[src/rtl/conv_window_sched_pkg.sv]
// conv_sched_pkg: shared types and default widths for the convolution window scheduler
package conv_sched_pkg;
  localparam int DEF_DIM_W = 16;
  localparam int DEF_KERN_W = 8;
  localparam int DEF_KS_W = 4;
  localparam int DEF_MAX_OUTSTANDING = 8;
  localparam int DEF_OUT_W = $clog2(DEF_MAX_OUTSTANDING + 1);
  typedef enum logic [1:0] {IDLE, ISSUE, WAIT, DONE} state_t;
  typedef struct packed {
    logic [DEF_DIM_W-1:0] row_base;
    logic [DEF_DIM_W-1:0] col_base;
    logic [DEF_KERN_W-1:0] kernel;
    logic last;
  } cmd_t;
endpackage

[src/rtl/conv_window_sched_if.sv]
// conv_window_sched_if: window command handshake toward the engine plus its completion return
interface conv_window_sched_if #(
  parameter int DIM_W = conv_sched_pkg::DEF_DIM_W,
  parameter int KERN_W = conv_sched_pkg::DEF_KERN_W
);
  logic cmd_valid;
  logic cmd_ready;
  logic [DIM_W-1:0] cmd_row_base;
  logic [DIM_W-1:0] cmd_col_base;
  logic [KERN_W-1:0] cmd_kernel;
  logic cmd_last;
  logic cmpl;
  modport master (output cmd_valid, cmd_row_base, cmd_col_base, cmd_kernel, cmd_last, input cmd_ready, cmpl);
  modport slave (input cmd_valid, cmd_row_base, cmd_col_base, cmd_kernel, cmd_last, output cmd_ready, cmpl);
endinterface

[src/rtl/conv_window_sched_axis_iter.sv]
// conv_axis_iter: walks one window axis from 0 in stride steps, flagging the last window that still fits
module conv_axis_iter #(
  parameter int DIM_W = 16,
  parameter int KS_W = 4
) (
  input logic clk,
  input logic rst_n,
  input logic [KS_W-1:0] step,
  input logic [DIM_W-1:0] size,
  input logic [KS_W-1:0] ks,
  input logic advance,
  input logic clear,
  output logic [DIM_W-1:0] base,
  output logic is_last
);
  logic [DIM_W-1:0] base_q, base_d;
  logic [DIM_W:0] nxt;
  // one extra bit keeps base+step+ks from wrapping near the top of the range
  always_comb begin
    nxt = {1'b0, base_q} + (DIM_W+1)'(step);
    is_last = nxt + (DIM_W+1)'(ks) > {1'b0, size};
    base_d = clear ? '0 : advance ? (is_last ? '0 : nxt[DIM_W-1:0]) : base_q;
  end
  always_ff @(posedge clk or negedge rst_n)
    if (!rst_n) base_q <= '0;
    else base_q <= base_d;
  assign base = base_q;
endmodule

[src/rtl/conv_window_sched.sv]
// conv_window_sched: issues one window command per (row, col, kernel) in raster order
// and reports done once every issued command has been completed by the engine
module conv_window_sched
  import conv_sched_pkg::*;
#(
  parameter int DIM_W = DEF_DIM_W,
  parameter int KERN_W = DEF_KERN_W,
  parameter int KS_W = DEF_KS_W,
  parameter int MAX_OUTSTANDING = DEF_MAX_OUTSTANDING,
  parameter int OUT_W = $clog2(MAX_OUTSTANDING + 1)
) (
  input logic clk,
  input logic rst_n,
  input logic start,
  input logic [DIM_W-1:0] cfg_rows,
  input logic [DIM_W-1:0] cfg_cols,
  input logic [KS_W-1:0] cfg_kernel_size,
  input logic [KS_W-1:0] cfg_stride,
  input logic [KERN_W-1:0] cfg_num_kernels,
  conv_window_sched_if.master cmd,
  output logic busy,
  output logic done,
  output logic err
);
  state_t state_q, state_d;
  logic [DIM_W-1:0] rows_q, rows_d, cols_q, cols_d, row_base, col_base;
  logic [KS_W-1:0] ks_q, ks_d, stride_q, stride_d;
  logic [KERN_W-1:0] nk_q, nk_d, kern_q, kern_d;
  logic [OUT_W-1:0] out_q, out_d;
  logic err_q, err_d, done_q, done_d;
  logic accept, cfg_bad, valid, xfer, kern_last, col_last, row_last, last;
  always_comb begin
    accept = state_q == IDLE && start;
    cfg_bad = cfg_rows < DIM_W'(cfg_kernel_size) || cfg_cols < DIM_W'(cfg_kernel_size) ||
              cfg_kernel_size == '0 || cfg_stride == '0 || cfg_num_kernels == '0;
    valid = state_q == ISSUE && out_q < OUT_W'(MAX_OUTSTANDING);
    xfer = valid && cmd.cmd_ready;
    kern_last = kern_q == nk_q - KERN_W'(1);
    last = kern_last && col_last && row_last;
    rows_d = accept ? cfg_rows : rows_q;
    cols_d = accept ? cfg_cols : cols_q;
    ks_d = accept ? cfg_kernel_size : ks_q;
    stride_d = accept ? cfg_stride : stride_q;
    nk_d = accept ? cfg_num_kernels : nk_q;
    kern_d = accept ? '0 : xfer ? (kern_last ? '0 : kern_q + KERN_W'(1)) : kern_q;
    out_d = out_q + OUT_W'(xfer) - OUT_W'(cmd.cmpl && out_q != '0);
    err_d = accept ? cfg_bad : err_q;
    done_d = state_q == DONE;
  end
  conv_axis_iter #(.DIM_W(DIM_W), .KS_W(KS_W)) u_col (
    .clk(clk), .rst_n(rst_n), .step(stride_q), .size(cols_q), .ks(ks_q),
    .advance(xfer && kern_last), .clear(accept), .base(col_base), .is_last(col_last)
  );
  conv_axis_iter #(.DIM_W(DIM_W), .KS_W(KS_W)) u_row (
    .clk(clk), .rst_n(rst_n), .step(stride_q), .size(rows_q), .ks(ks_q),
    .advance(xfer && kern_last && col_last), .clear(accept), .base(row_base), .is_last(row_last)
  );
  always_ff @(posedge clk or negedge rst_n)
    if (!rst_n) state_q <= IDLE;
    else state_q <= state_d;
  always_comb begin
    state_d = state_q;
    case (state_q)
      IDLE: if (start) state_d = cfg_bad ? DONE : ISSUE;
      ISSUE: if (xfer && last) state_d = WAIT;
      WAIT: if (out_q == '0) state_d = DONE;
      default: state_d = IDLE;
    endcase
  end
  always_ff @(posedge clk or negedge rst_n)
    if (!rst_n) begin
      rows_q <= '0;
      cols_q <= '0;
      ks_q <= '0;
      stride_q <= '0;
      nk_q <= '0;
      kern_q <= '0;
      out_q <= '0;
      err_q <= 1'b0;
      done_q <= 1'b0;
    end else begin
      rows_q <= rows_d;
      cols_q <= cols_d;
      ks_q <= ks_d;
      stride_q <= stride_d;
      nk_q <= nk_d;
      kern_q <= kern_d;
      out_q <= out_d;
      err_q <= err_d;
      done_q <= done_d;
    end
  always_comb begin
    cmd.cmd_valid = valid;
    cmd.cmd_row_base = row_base;
    cmd.cmd_col_base = col_base;
    cmd.cmd_kernel = kern_q;
    cmd.cmd_last = last;
    busy = state_q != IDLE;
    done = done_q;
    err = err_q;
  end
endmodule

[src/flat_wrapper.sv]
// flat-port wrapper written by rule: the top's interface ports become plain ports
module conv_window_sched_flat import conv_sched_pkg::*;
#(
  parameter int DIM_W = DEF_DIM_W,
  parameter int KERN_W = DEF_KERN_W,
  parameter int KS_W = DEF_KS_W,
  parameter int MAX_OUTSTANDING = DEF_MAX_OUTSTANDING,
  parameter int OUT_W = $clog2(MAX_OUTSTANDING + 1)
)
  (clk, rst_n, start, cfg_rows, cfg_cols, cfg_kernel_size, cfg_stride, cfg_num_kernels, busy, done, err, cmd_cmd_valid, cmd_cmd_row_base, cmd_cmd_col_base, cmd_cmd_kernel, cmd_cmd_last, cmd_cmd_ready, cmd_cmpl);
  conv_window_sched_if #(.DIM_W(DIM_W), .KERN_W(KERN_W)) cmd_i ();
  input logic clk;
  input logic rst_n;
  input logic start;
  input logic [DIM_W-1:0] cfg_rows;
  input logic [DIM_W-1:0] cfg_cols;
  input logic [KS_W-1:0] cfg_kernel_size;
  input logic [KS_W-1:0] cfg_stride;
  input logic [KERN_W-1:0] cfg_num_kernels;
  output logic busy;
  output logic done;
  output logic err;
  output wire logic [$bits(cmd_i.cmd_valid)-1:0] cmd_cmd_valid;
  output wire logic [$bits(cmd_i.cmd_row_base)-1:0] cmd_cmd_row_base;
  output wire logic [$bits(cmd_i.cmd_col_base)-1:0] cmd_cmd_col_base;
  output wire logic [$bits(cmd_i.cmd_kernel)-1:0] cmd_cmd_kernel;
  output wire logic [$bits(cmd_i.cmd_last)-1:0] cmd_cmd_last;
  input wire logic [$bits(cmd_i.cmd_ready)-1:0] cmd_cmd_ready;
  input wire logic [$bits(cmd_i.cmpl)-1:0] cmd_cmpl;
  assign cmd_cmd_valid = cmd_i.cmd_valid;
  assign cmd_cmd_row_base = cmd_i.cmd_row_base;
  assign cmd_cmd_col_base = cmd_i.cmd_col_base;
  assign cmd_cmd_kernel = cmd_i.cmd_kernel;
  assign cmd_cmd_last = cmd_i.cmd_last;
  assign cmd_i.cmd_ready = cmd_cmd_ready;
  assign cmd_i.cmpl = cmd_cmpl;
  conv_window_sched #(.DIM_W(DIM_W), .KERN_W(KERN_W), .KS_W(KS_W), .MAX_OUTSTANDING(MAX_OUTSTANDING), .OUT_W(OUT_W)) u_core (.clk(clk), .rst_n(rst_n), .start(start), .cfg_rows(cfg_rows), .cfg_cols(cfg_cols), .cfg_kernel_size(cfg_kernel_size), .cfg_stride(cfg_stride), .cfg_num_kernels(cfg_num_kernels), .cmd(cmd_i), .busy(busy), .done(done), .err(err));
endmodule
[config.mk]
export PLATFORM = sky130hd
export DESIGN_NAME = conv_window_sched_flat
export DESIGN_NICKNAME = d
export VERILOG_FILES = /design/src/rtl/conv_window_sched_pkg.sv /design/src/rtl/conv_window_sched_if.sv /design/src/rtl/conv_window_sched_axis_iter.sv /design/src/rtl/conv_window_sched.sv /design/src/flat_wrapper.sv
export SDC_FILE = /design/constraint.sdc
export NUM_CORES = 1
export LEC_CHECK = 0
export BUFFER_PORTS_ARGS = -buffer_cell sky130_fd_sc_hd__buf_2
export CAP_MARGIN = 20
export CORE_ASPECT_RATIO = 1.25
export CORE_MARGIN = 3
export CORE_UTILIZATION = 60
export CTS_BUF_LIST = sky130_fd_sc_hd__clkbuf_4 sky130_fd_sc_hd__clkbuf_8
export CTS_CLUSTER_DIAMETER = 60
export CTS_CLUSTER_SIZE = 12
export DETAILED_ROUTE_END_ITERATION = 16
export GPL_TIMING_DRIVEN = 0
export PLACE_DENSITY = 0.83
export SETUP_SLACK_MARGIN = 0.5
export SYNTH_ARGS = -nofsm -noshare
export SYNTH_HDL_FRONTEND = slang
export SYNTH_SLANG_ARGS = --single-unit
[constraint.sdc]
create_clock -name clk -period 6 [get_ports clk]
set_input_delay 0.6 -clock clk [delete_from_list [all_inputs] [get_ports clk]]
set_output_delay 0.6 -clock clk [all_outputs]
set_load 0.05 [all_outputs]
* Word-level counts from Yosys, hierarchy flattened
Cells that the tools add are included.
** Word-level totals
- Input port bits :: 53
- Bits in registers :: 96
- Word-level logic and storage cells :: 70
- Output and inout bits :: 45
** Cells by class
- Reduce and logical (&&, ||, !) cells :: 24
- Mux-type cells :: 14
- Add/subtract/negate cells :: 8
- Equality and inequality tests :: 7
- Order comparisons :: 5
** Operators with widths (count)
- $mux 16 :: 6
- $add 16x4->17 :: 2
- $add 17x4->17 :: 2
- $gt 17x16->1 :: 2
- $lt 16x4->1 :: 2
- $mux 8 :: 3
- $logic_not 4->1 :: 3
- $logic_and 1x1->1 :: 9
- $add 8x1->8 const B :: 1
- $eq 8x8->1 :: 1
- $logic_not 8->1 :: 1
- $mux 2 :: 4
- $reduce_bool 2->1 :: 4
- $sub 8x1->8 const B :: 1
- $pmux 2 s3 :: 1
- $add 4x1->4 :: 1
- $eq 2x2->1 const B :: 2
- $logic_or 1x1->1 :: 4
- $lt 4x4->1 const B :: 1
- $ne 2x2->1 const B :: 2
- $reduce_bool 4->1 :: 1
- $sub 4x1->4 :: 1
- $reduce_and 3->1 :: 1
- $eq 2x1->1 const B :: 1
- other kinds (2) :: 2

* Longest topological paths before layout
Gate-level depths: netlist (run 1).
- Word-level depth :: 8
- Depth in mapped cells :: 23
- Mapped depth without buffers :: 22

* Hierarchy
Synthesis (run 1) repeated with hierarchy kept, for this count alone.
** Second synthesis, totals
- Cells, all modules :: 861
- Area total of the unflattened synthesis :: 7622.3 sq um
** Modules (own cells, without submodules)
- conv_axis_iter :: seq. area each 400.4 sq um, cells an instance 286, area an instance 2164.6 sq um, instances 2
- conv_window_sched :: seq. area each 1601.5 sq um, cells an instance 289, area an instance 3293.2 sq um, instances 1

* Worst setup path before layout (run 1)
No wires, ideal clock.
- Path kind :: reg2out
- Start point :: register u_core.u_col.base_q[0] (netlist: u_core.u_col.base[0])
- End point :: output cmd_cmd_last
- Buffers on the path :: 0
- Path slack :: -0.289 ns
- Arrival :: 5.689 ns
- Data required time :: 5.400 ns
- Cell stages (with the launch flop) :: 19
- Path through :: dfrtp_1 > ha_1 > inv_1 > fa_1 > nand2b_1 > a2111oi_4 > xnor2_1 > or4_4 > nor4_4 > nand2_1 > xnor2_1 > ha_1 > a21o_1 > a21oi_1 > nor2b_1 > o2111a_1 > o21ai_0 > a31oi_1 > nor4_1
** Between the ends
- Longest elaborated chain between the ends :: 5
** RTL lines
- start, declared :: RTL line conv_window_sched_axis_iter.sv:16 : logic [DIM_W-1:0] base_q, base_d;
- start signal, assigned :: RTL line conv_window_sched_axis_iter.sv:26 : else base_q <= base_d;
- $add 16x4->17 :: RTL line conv_window_sched_axis_iter.sv:20 : nxt = {1'b0, base_q} + (DIM_W+1)'(step);
- $add 17x4->17 :: RTL line conv_window_sched_axis_iter.sv:21 : is_last = nxt + (DIM_W+1)'(ks) > {1'b0, size};
- $gt 17x16->1 :: RTL line conv_window_sched_axis_iter.sv:21
- $logic_and 1x1->1 (2 in a row) :: RTL line conv_window_sched.sv:39 : last = kern_last && col_last && row_last;
- end, declared :: RTL line flat_wrapper.sv:27 : output wire logic [$bits(cmd_i.cmd_last)-1:0] cmd_cmd_last;
Every way passes these cells.

* Worst setup path in the final report (run 1)
- Start point :: register u_core.stride_q[1]
- End point :: output cmd_cmd_last
** Between the ends
- Longest elaborated chain between the ends :: 5
- Elaborated cells between the ends (all ways) :: 8
- Classes of those cells :: 4 x add/sub; 2 x order compare; 2 x reduce/logical
** RTL lines
- start, declared :: RTL line conv_window_sched.sv:27 : logic [KS_W-1:0] ks_q, ks_d, stride_q, stride_d;
- start signal, assigned :: RTL line conv_window_sched.sv:85 : stride_q <= stride_d;
- $add 16x4->17 :: RTL line conv_window_sched_axis_iter.sv:20
- $add 17x4->17 :: RTL line conv_window_sched_axis_iter.sv:21
- $gt 17x16->1 :: RTL line conv_window_sched_axis_iter.sv:21
- $logic_and 1x1->1 :: RTL line conv_window_sched.sv:39
- $logic_and 1x1->1 * :: RTL line conv_window_sched.sv:39
Mark *: on every way between the ends. The rest lies on a longest branch, timed or not.

==> flow_metrics.env, run 1 <==
export IMPL_fmax_ghz=0.1828
export IMPL_slowest_delay_ps=440
export IMPL_post_route_period_util=0.9119
export IMPL_worst_pin_slew_ps=1000
export IMPL_num_rows=43
export IMPL_crit_type="reg2out"
export IMPL_r2r_start="u_core.stride_q[1]"
export IMPL_reg2regPathDepth=20
export IMPL_port_buffers=97
export IMPL_startpoint_type="flop"
export IMPL_avgSynthCellArea_um2=8.598
export IMPL_ys_seq_area_frac=0.3378
export IMPL_tritoncts="done"
export IMPL_cp_slowest_cell="dfrtp_1"
export IMPL_dp_hpwl_um=14310
export IMPL_grt_pass1_wl_um=30480
export IMPL_synth_seq_cells=96
export IMPL_ys_warn_count=0
export IMPL_final_cell_mix="nand2_1, buf_2, dfrtp_1, inv_1, o21ai_0"
export IMPL_core_area_um2=11350
export IMPL_clkTransAtPathRegs_ps=90
export IMPL_drv_slew=0
export IMPL_dr_pass1_iters=8
export IMPL_gp_congestion=0.9260
export IMPL_grt_max_degree=58
export IMPL_routedWlPerCell_um=17.97
export IMPL_period_needed_ps=5472
export IMPL_io_pins=98
export IMPL_htreeDepth=3
export IMPL_startpoint="u_core.stride_q[1]"
export IMPL_die_area_um2=13200
export IMPL_drive_above_1_share=0.2189
export IMPL_p_leak_nw=4.119
export IMPL_drv_cap=0
export IMPL_fin_nets=1086
export IMPL_layout_commonest_cell="nand2_1"
export IMPL_grtUsageTotal=0.2938
export IMPL_die_w_um=103.4
export IMPL_path_max_fanout=6
export IMPL_setup_worst_path_end_class="primary output"
export IMPL_ant_nets=0
export IMPL_numCtsBuffers=9
export IMPL_overflow=0
export IMPL_clk_latency_ps=370
export IMPL_hold_ws_ps=202.1
export IMPL_cts_root_buf="clkbuf_8"
export IMPL_syn2layout_area_growth_pct=20.94
export IMPL_rsz0062_at_grt="no"
export IMPL_fillers=797
export IMPL_drc=0
export IMPL_cts_sinks=96
export IMPL_status="completed"
export IMPL_setup_violations=0
export IMPL_tns_ps=0
export IMPL_first_iter_violations=541
export IMPL_min_path_type="in2async"
export IMPL_initial_core_util=0.6264
export IMPL_antenna_found_initial=0
export IMPL_antenna_cells=0
export IMPL_fin_skew_ps=5.559
export IMPL_yosysUniqueCellTypes=70
export IMPL_maxSlewHeadroom=0.3280
export IMPL_cp_arrival_ps=4870
export IMPL_synth_edf_count=0
export IMPL_hold_viol_final=0
export IMPL_synth_ff_type="dfrtp_1"
export IMPL_r2r_slack_ps=720
export IMPL_power_density_nw_per_um2=417.8
export IMPL_synth_area_um2=7111
export IMPL_cp_required_ps=5400
export IMPL_synthesis_instances=827
export IMPL_grt_pass1_vias=6390
export IMPL_synth_fp_nets=951
export IMPL_via_per_inst=6.021
export IMPL_die_h_um=127.7
export IMPL_crit_chain="ha_1, a211o_4, o21a_1, nor2_1, a21oi_1, ha_1, inv_1, o21bai_2, nand2_1, xnor2_1, a22oi_1, xnor2_1, ha_1, nand4_1, a311o_1, o2111a_2, o21ai_4, a31oi_4, nor4_4, buf_6"
export IMPL_irDropWorstVdd_mv=0.2341
export IMPL_timing_rr_end="u_core.u_row.base[0]"
export IMPL_ys_async_sr_fraction=1.000
export IMPL_crit_top_cell="ha_1"
export IMPL_clockBufferDepth=2
export IMPL_vias=6749
export IMPL_wl_um=20150
## state kept, by name, indices dropped and copies added, names as in the netlist
signal and flops:
u_core.cols_q 16, u_core.rows_q 16, u_core.u_col.base 16, u_core.u_row.base 16
u_core.cmd.cmd_kernel 8, u_core.nk_q 8, u_core.ks_q 4, u_core.out_q 4
u_core.stride_q 4, u_core.state_q 2, u_core.done 1, u_core.err 1
## worst max-delay path: cells and delay by family (launching register included)
kind	cells	cell delay, ps
compound gates	9	1770
fa+ha+maj	3	980
simple gates	4	660
flops	1	440
xor+xnor	2	380
buf+inv	2	270
## Yosys cell counts (3+ instances only)
master	number	area share
nor4_1	18	0.016
inv_1	74	0.039
and3_1	11	0.0097
and2_1	5	0.0044
nor2b_1	8	0.0070
mux2i_1	6	0.0084
a211o_1	9	0.011
o31ai_1	8	0.0084
fa_1	5	0.014
nor3_1	14	0.0099
ha_1	66	0.12
nand2b_1	10	0.0088
or2_2	3	0.0026
buf_2	4	0.0028
a211oi_1	5	0.0053
a21oi_1	30	0.021
nor2_1	37	0.020
a21o_1	19	0.020
nand3_1	17	0.012
buf_1	4	0.0021
clkbuf_1	21	0.011
nor3b_1	4	0.0042
dfrtp_1	96	0.34
a32o_1	4	0.0056
nand4_1	13	0.011
a31oi_1	5	0.0044
o21a_1	5	0.0053
nand2_1	120	0.063
xnor2_1	45	0.055
o211ai_1	3	0.0032
o21bai_1	3	0.0032
a22o_1	10	0.012
or3_1	8	0.0070
o21ai_0	75	0.053
o22ai_1	4	0.0035
xor2_1	16	0.020
## per-stage QoR
stage	utilization	cell area, um^2	total power [mW]	instances	setup slack, ps
4_1_cts	0.7272	8255	3.380	1103	525.3
3_3_place_gp	0.6878	7807	2.692	1081	-15.38
6_report	0.7575	8600	3.593	1121	528.4
2_1_floorplan	-	7126	2.321	827	555.9
3_5_place_dp	0.6904	7838	2.776	1082	-62.00
5_1_grt	0.7575	8600	3.876	1121	269.1
## kinds of logic (layout without fill, tap and decap cells)
kind of cell	Yosys count	in the layout	share of synthesized area
AND/OR/NAND/NOR	282	282	0.1955
flip-flops	96	96	0.3378
buffers and inverters	106	243	0.05877
AO/OA/AOI/OAI	205	205	0.1941
XOR/XNOR	61	61	0.07514
multiplexers	6	6	0.008447
adder cells (fa/ha/maj)	71	71	0.1302
## repair_timing
item / in CTS / in global routing
endpoints found under the setup margin: 24 / 23
resized for setup: 26 / 46
buffers inserted: 8 / 18
hold buffers: 0 / 0
endpoints found under the hold margin: 0 / 0
pin swaps: 11 / 28
## report_power, final
group	internal [mW]	switching, mW
Combinational	0.816	1.23
Clock	0.312	0.232
Sequential	0.852	0.153
## worst max path at each step
stage | endpoint | slack (ps) | cells after the start
final | cmd_cmd_last | 530 | 20
after global routing | cmd_cmd_last | 270 | 20
after CTS | cmd_cmd_last | 530 | 19
after detailed placement | u_core.u_row.base[0] | -60 | 20
after global placement | u_core.u_col.base[5] | -20 | 20
after floorplan | cmd_cmd_last | 560 | 18
## cell type report
type	count	area [um^2]	area share
flip-flops and latches	96	2405	0.2796
multi-input cells	625	4618	0.5370
clock inverters	4	120.1	0.01397
inverters	74	277.8	0.03230
repair buffers	124	716.9	0.08337
well taps	157	196.4	0.02284
clock buffers	9	123.9	0.01440
plain buffers	32	141.4	0.01644
## per-layer routing
| layer | track usage | vias up | wire length, um |
|---|---|---|---|
| met5 | 0 | - | 0 |
| met4 | 0.1768 | 0 | 1133 |
| met3 | 0.04627 | 79 | 1325 |
| met2 | 0.4685 | 308 | 9876 |
| met1 | 0.3695 | 3180 | 7810 |
| li1 | - | 3182 | - |
Power figures use the tool's default switching activity.
==> inputs of run 2 (changes only) <==
CELL_PAD_IN_SITES_DETAIL_PLACEMENT = 1   (was default)
CELL_PAD_IN_SITES_GLOBAL_PLACEMENT = 1   (was default)
CORE_UTILIZATION = 35   (was 60)
PLACE_DENSITY = default   (was 0.83)
PLACE_DENSITY_LB_ADDON = 0.1   (was default)
==> run 2 against run 1 <==
Compared with the run above:
- worst hold slack gained 55 ps
- worst setup slack got worse by 60 ps
- via count shrank 2.5%
- highest routed layer is now met5
==> flow_metrics.env, run 2 (synthesis gave the netlist of run 1 again) <==
export IMPL_status="completed"
export IMPL_first_iter_violations=236
export IMPL_via_per_inst=5.303
export IMPL_ant_nets=0
export IMPL_post_route_period_util=0.9219
export IMPL_die_h_um=165.4
export IMPL_path_max_fanout=4
export IMPL_num_rows=57
export IMPL_pre_cts_slack_ps=-581.2
export IMPL_p_leak_nw=4.213
export IMPL_overflow=0
export IMPL_cp_required_ps=5400
export IMPL_drc=0
export IMPL_worst_pin_slew_ps=999.1
export IMPL_cts_root_buf="clkbuf_8"
export IMPL_fin_ws_ps=468.3
export IMPL_port_buffers=97
export IMPL_fillers=2376
export IMPL_routedWlPerCell_um=18.62
export IMPL_drv_slew=0
export IMPL_placed_cells=1190
export IMPL_final_cell_mix="nand2_1, buf_2, dfrtp_1, inv_1, o21ai_0"
export IMPL_rsz0062_at_grt="yes"
export IMPL_tritoncts="done"
export IMPL_core_area_um2=19680
export IMPL_dp_hpwl_um=17680
export IMPL_fin_skew_ps=7.971
export IMPL_setup_violations=0
export IMPL_wl_um=23110
export IMPL_power_density_nw_per_um2=401.5
export IMPL_vias=6581
export IMPL_die_w_um=133.5
export IMPL_hold_viol_final=0
export IMPL_htreeDepth=3
export IMPL_numCtsBuffers=9
export IMPL_fmax_ghz=0.1808
export IMPL_clk_latency_ps=380
export IMPL_maxSlewHeadroom=0.3288
export IMPL_syn2layout_area_growth_pct=24.25
export IMPL_clkTransAtPathRegs_ps=100
export IMPL_initial_core_util=0.3612
export IMPL_grtUsageTotal=0.2083
export IMPL_grt_pass1_vias=6762
export IMPL_setup_worst_path_end_class="primary output"
export IMPL_irDropWorstVdd_mv=0.1524
export IMPL_die_area_um2=22070
export IMPL_cts_sinks=96
export IMPL_min_path_type="in2async"
export IMPL_startpoint_type="flop"
export IMPL_hold_buffers=0
export IMPL_gp_congestion=0.8516
export IMPL_fin_util=0.4488
export IMPL_io_pins=98
export IMPL_layout_commonest_cell="nand2_1"
export IMPL_cp_arrival_ps=4930
export IMPL_antenna_found_initial=3
export IMPL_period_needed_ps=5532
export IMPL_fin_nets=1095
export IMPL_tns_ps=0
export IMPL_clockBufferDepth=2
export IMPL_grt_pass1_wl_um=36210
export IMPL_drv_cap=0
export IMPL_crit_type="reg2out"
export IMPL_dr_pass1_iters=4
export IMPL_drive_above_1_share=0.2361
export IMPL_final_cells=1241
export IMPL_grt_max_degree=50
## run 2: path summary, 6_finish.rpt
check	start	to	slack, ps	cells past startpoint
setup / recovery	u_core.stride_q[0]	cmd_cmd_last	470	21
hold / removal	rst_n	u_core.rows_q[10]	260	1
setup reg to reg	u_core.stride_q[0]	u_core.u_col.base[5]	700	22
hold reg to reg	u_core.cols_q[0]	u_core.cols_q[0]	510	2
max in group asynchronous	rst_n	u_core.nk_q[3]	5050	2
min in group clk	cfg_num_kernels[2]	u_core.nk_q[2]	420	3
## run 2: repair_timing
item	4_1_cts	5_1_grt
pin swaps	28	34
endpoints found under the setup margin	35	23
gates resized for setup	48	40
setup buffers	19	16
## run 2: metal layers
layer  share of wire  routed length (um)  vias up  GRT usage
met5         0.00087                  20        -          0
met4           0.019                 443        2    0.06408
met3           0.024                 556       23    0.02636
met2            0.52               12030       92     0.3768
met1            0.44               10050     3271     0.2596
li1                -                   -     3193          -
## run 2: stage by stage
step                      total power [mW]  hold slack [ps]  area [um^2]
after global placement               2.787            478.2         7943
after CTS                            3.501            269.3         8531
after global routing                 3.905            294.2         8835
after detailed placement             2.840            495.3         7973
final                                3.547            257.0         8835
after floorplan                      2.321            304.4         7126
## run 2: cell type report
cell class              instances  area, um^2  area share
multi-input cells             625        4664      0.5280
flip-flops and latches         96        2402      0.2719
repair buffers                133       795.8     0.09007
well taps                     265       331.6     0.03753
inverters                      74       277.8     0.03144
clock buffers                  11       145.1     0.01643
plain buffers                  32       145.1     0.01643
clock inverters                 3       67.56    0.007648
diodes                          2       5.005   0.0005665
## run 2: power by group
group	total [mW]	internal, mW	switching [mW]
sequential	0.998	0.851	0.147
combinational	2.05	0.836	1.22
clock	0.494	0.247	0.247
total	3.55	1.93	1.61
## run 2: critical path, stage by stage (launching register included)
cell and delay, ps:
dfrtp_1 430, buf_4 160, ha_4 160, inv_2 50
fa_2 210, nand2b_4 190, buf_6 130, nand2b_4 60
or4_4 530, a311oi_4 340, nand2_2 120, buf_4 150
xor2_1 150, ha_1 300, nand4_1 160, a311o_1 370
o2111a_2 170, o21ai_4 150, a31oi_2 50, buf_4 180
nor4_4 290, buf_6 200
==> inputs of run 3 (changes only) <==
CORE_UTILIZATION = 45   (was 35)
==> run 3 against run 2 <==
Compared with the run above:
- first-iteration DRC count up 36%
- critical endpoint unchanged
- clock skew up 2.7 ps
- worst hold slack worse by 82 ps
- design area down 2.6%
- combinational power up 2%
- non-clock buffer count down 13
- via count up 3.2%
- largest power group unchanged
- power up 1.3%
- largest cell class unchanged
- global-route usage up 6.6 points
- sequential power about the same
==> flow_metrics.env, run 3 (synthesis gave the netlist of run 1 again) <==
export IMPL_period_needed_ps=5511
export IMPL_hold_ws_ps=174.9
export IMPL_initial_core_util=0.4677
export IMPL_maxSlewHeadroom=0.3393
export IMPL_fin_ws_ps=488.8
export IMPL_pre_cts_slack_ps=-652.6
export IMPL_die_area_um2=17350
export IMPL_ant_nets=0
export IMPL_clk_latency_ps=390
export IMPL_crit_type="reg2out"
export IMPL_port_buffers=97
export IMPL_grt_pass1_wl_um=38160
export IMPL_numCtsBuffers=9
export IMPL_min_path_type="in2async"
export IMPL_fin_nets=1082
export IMPL_hold_buffers=0
export IMPL_slowest_delay_ps=600
export IMPL_setup_violations=0
export IMPL_die_h_um=146.5
export IMPL_io_pins=98
export IMPL_wl_um=23950
export IMPL_tritoncts="done"
export IMPL_die_w_um=118.4
export IMPL_antenna_cells=0
export IMPL_cp_arrival_ps=4910
export IMPL_core_area_um2=15200
export IMPL_rsz0062_at_grt="yes"
export IMPL_hold_viol_final=0
export IMPL_first_iter_violations=321
export IMPL_crit_chain="ha_4, inv_2, fa_2, nand2b_4, a2111oi_4, xnor2_2, or4_4, nor4_4, nand2_2, xnor2_2, ha_1, a21o_1, a21oi_2, nor2b_1, o2111a_2, o21ai_2, a31oi_2, buf_4, nor4_4, buf_6"
export IMPL_regArea_um2=2405
export IMPL_clkTransAtPathRegs_ps=100
export IMPL_worst_pin_slew_ps=988.6
export IMPL_tns_ps=0
export IMPL_vias=6792
export IMPL_path_max_fanout=5
export IMPL_fillers=1848
export IMPL_layout_commonest_cell="nand2_1"
export IMPL_syn2layout_area_growth_pct=20.97
export IMPL_drv_cap=0
export IMPL_grt_max_degree=59
export IMPL_fin_skew_ps=10.71
export IMPL_dp_hpwl_um=18190
export IMPL_irDropWorstVdd_mv=0.1796
export IMPL_grt_pass1_vias=7436
export IMPL_cts_root_buf="clkbuf_8"
export IMPL_cts_sinks=96
export IMPL_drv_slew=0
export IMPL_p_leak_nw=4.134
export IMPL_routedWlPerCell_um=20.45
export IMPL_grtUsageTotal=0.2744
export IMPL_power_density_nw_per_um2=417.7
export IMPL_startpoint_type="flop"
export IMPL_drc=0
export IMPL_htreeDepth=3
export IMPL_gp_congestion=0.9065
export IMPL_cp_required_ps=5400
export IMPL_cp_slowest_cell="or4_4"
export IMPL_drive_above_1_share=0.2129
export IMPL_antenna_found_initial=1
export IMPL_multiInputGateArea_um2=4609
export IMPL_clockBufferDepth=2
export IMPL_fmax_ghz=0.1814
export IMPL_setup_worst_path_end_class="primary output"
export IMPL_final_cell_mix="nand2_1, buf_2, dfrtp_1, inv_1, o21ai_0"
export IMPL_status="completed"
export IMPL_dr_pass1_iters=5
export IMPL_post_route_period_util=0.9185
export IMPL_num_rows=50
export IMPL_via_per_inst=5.800
export IMPL_overflow=0
[run 3: critical path, delay by kind of cell, from the launching register on]
kind / cells / cell delay (ps)
flip-flops: 1 / 440
buffers and inverters: 3 / 390
AO/OA/AOI/OAI: 6 / 1210
adder cells (fa/ha/maj): 3 / 910
XOR/XNOR: 2 / 270
AND/OR/NAND/NOR: 6 / 1290
[run 3: layer usage]
metal | up-vias | share of wire | track usage
li1 | 3167 | - | -
met1 | 3446 | 0.39 | 0.3105
met2 | 132 | 0.55 | 0.5196
met3 | 45 | 0.029 | 0.02751
met4 | 2 | 0.033 | 0.1177
met5 | - | 0.00050 | 0
[run 3: through the flow]
step | area (um^2) | utilization | total power [mW] | cells
6_report | 8602 | 0.5658 | 3.593 | 1171
5_1_grt | 8602 | 0.5658 | 3.915 | 1171
4_1_cts | 8372 | 0.5507 | 3.495 | 1162
3_5_place_dp | 7901 | 0.5198 | 2.896 | 1133
3_3_place_gp | 7871 | 0.5178 | 2.729 | 1132
2_1_floorplan | 7126 | - | 2.321 | 827
[run 3: area by class of cell]
type	count	area share
Inverter	74	0.03229
Multi-Input combinational cell	625	0.5359
Buffer	32	0.01658
Clock buffer	10	0.01527
Sequential cell	96	0.2796
Timing Repair Buffer	120	0.07956
Tap cell	208	0.03025
Clock inverter	6	0.01062
[run 3: final timing paths]
path | startpoint | slack (ps) | depth (start not counted) | endpoint
setup reg to reg | u_core.stride_q[0] | 840 | 21 | u_core.u_col.base[5]
min in group clk | cfg_num_kernels[4] | 410 | 3 | u_core.nk_q[4]
max in group asynchronous | rst_n | 5110 | 2 | u_core.nk_q[1]
hold reg to reg | u_core.cols_q[0] | 520 | 2 | u_core.cols_q[0]
hold / removal | rst_n | 170 | 1 | u_core.rows_q[3]
setup / recovery | u_core.stride_q[0] | 490 | 20 | cmd_cmd_last
[run 3: report_power, final]
| group | leakage (nW) | internal (mW) | total, mW | switching, mW |
|---|---|---|---|---|
| clock network | 0.114 | 0.242 | 0.502 | 0.260 |
| logic | 2.78 | 0.799 | 2.09 | 1.29 |
| registers | 1.24 | 0.852 | 1.00 | 0.151 |
[run 3: repair_timing]
item | CTS | global route
gates cloned | 0 | 0
endpoints found under the setup margin | 35 | 25
buffers inserted | 13 | 7
pin swaps | 12 | 24
resized for setup | 34 | 33
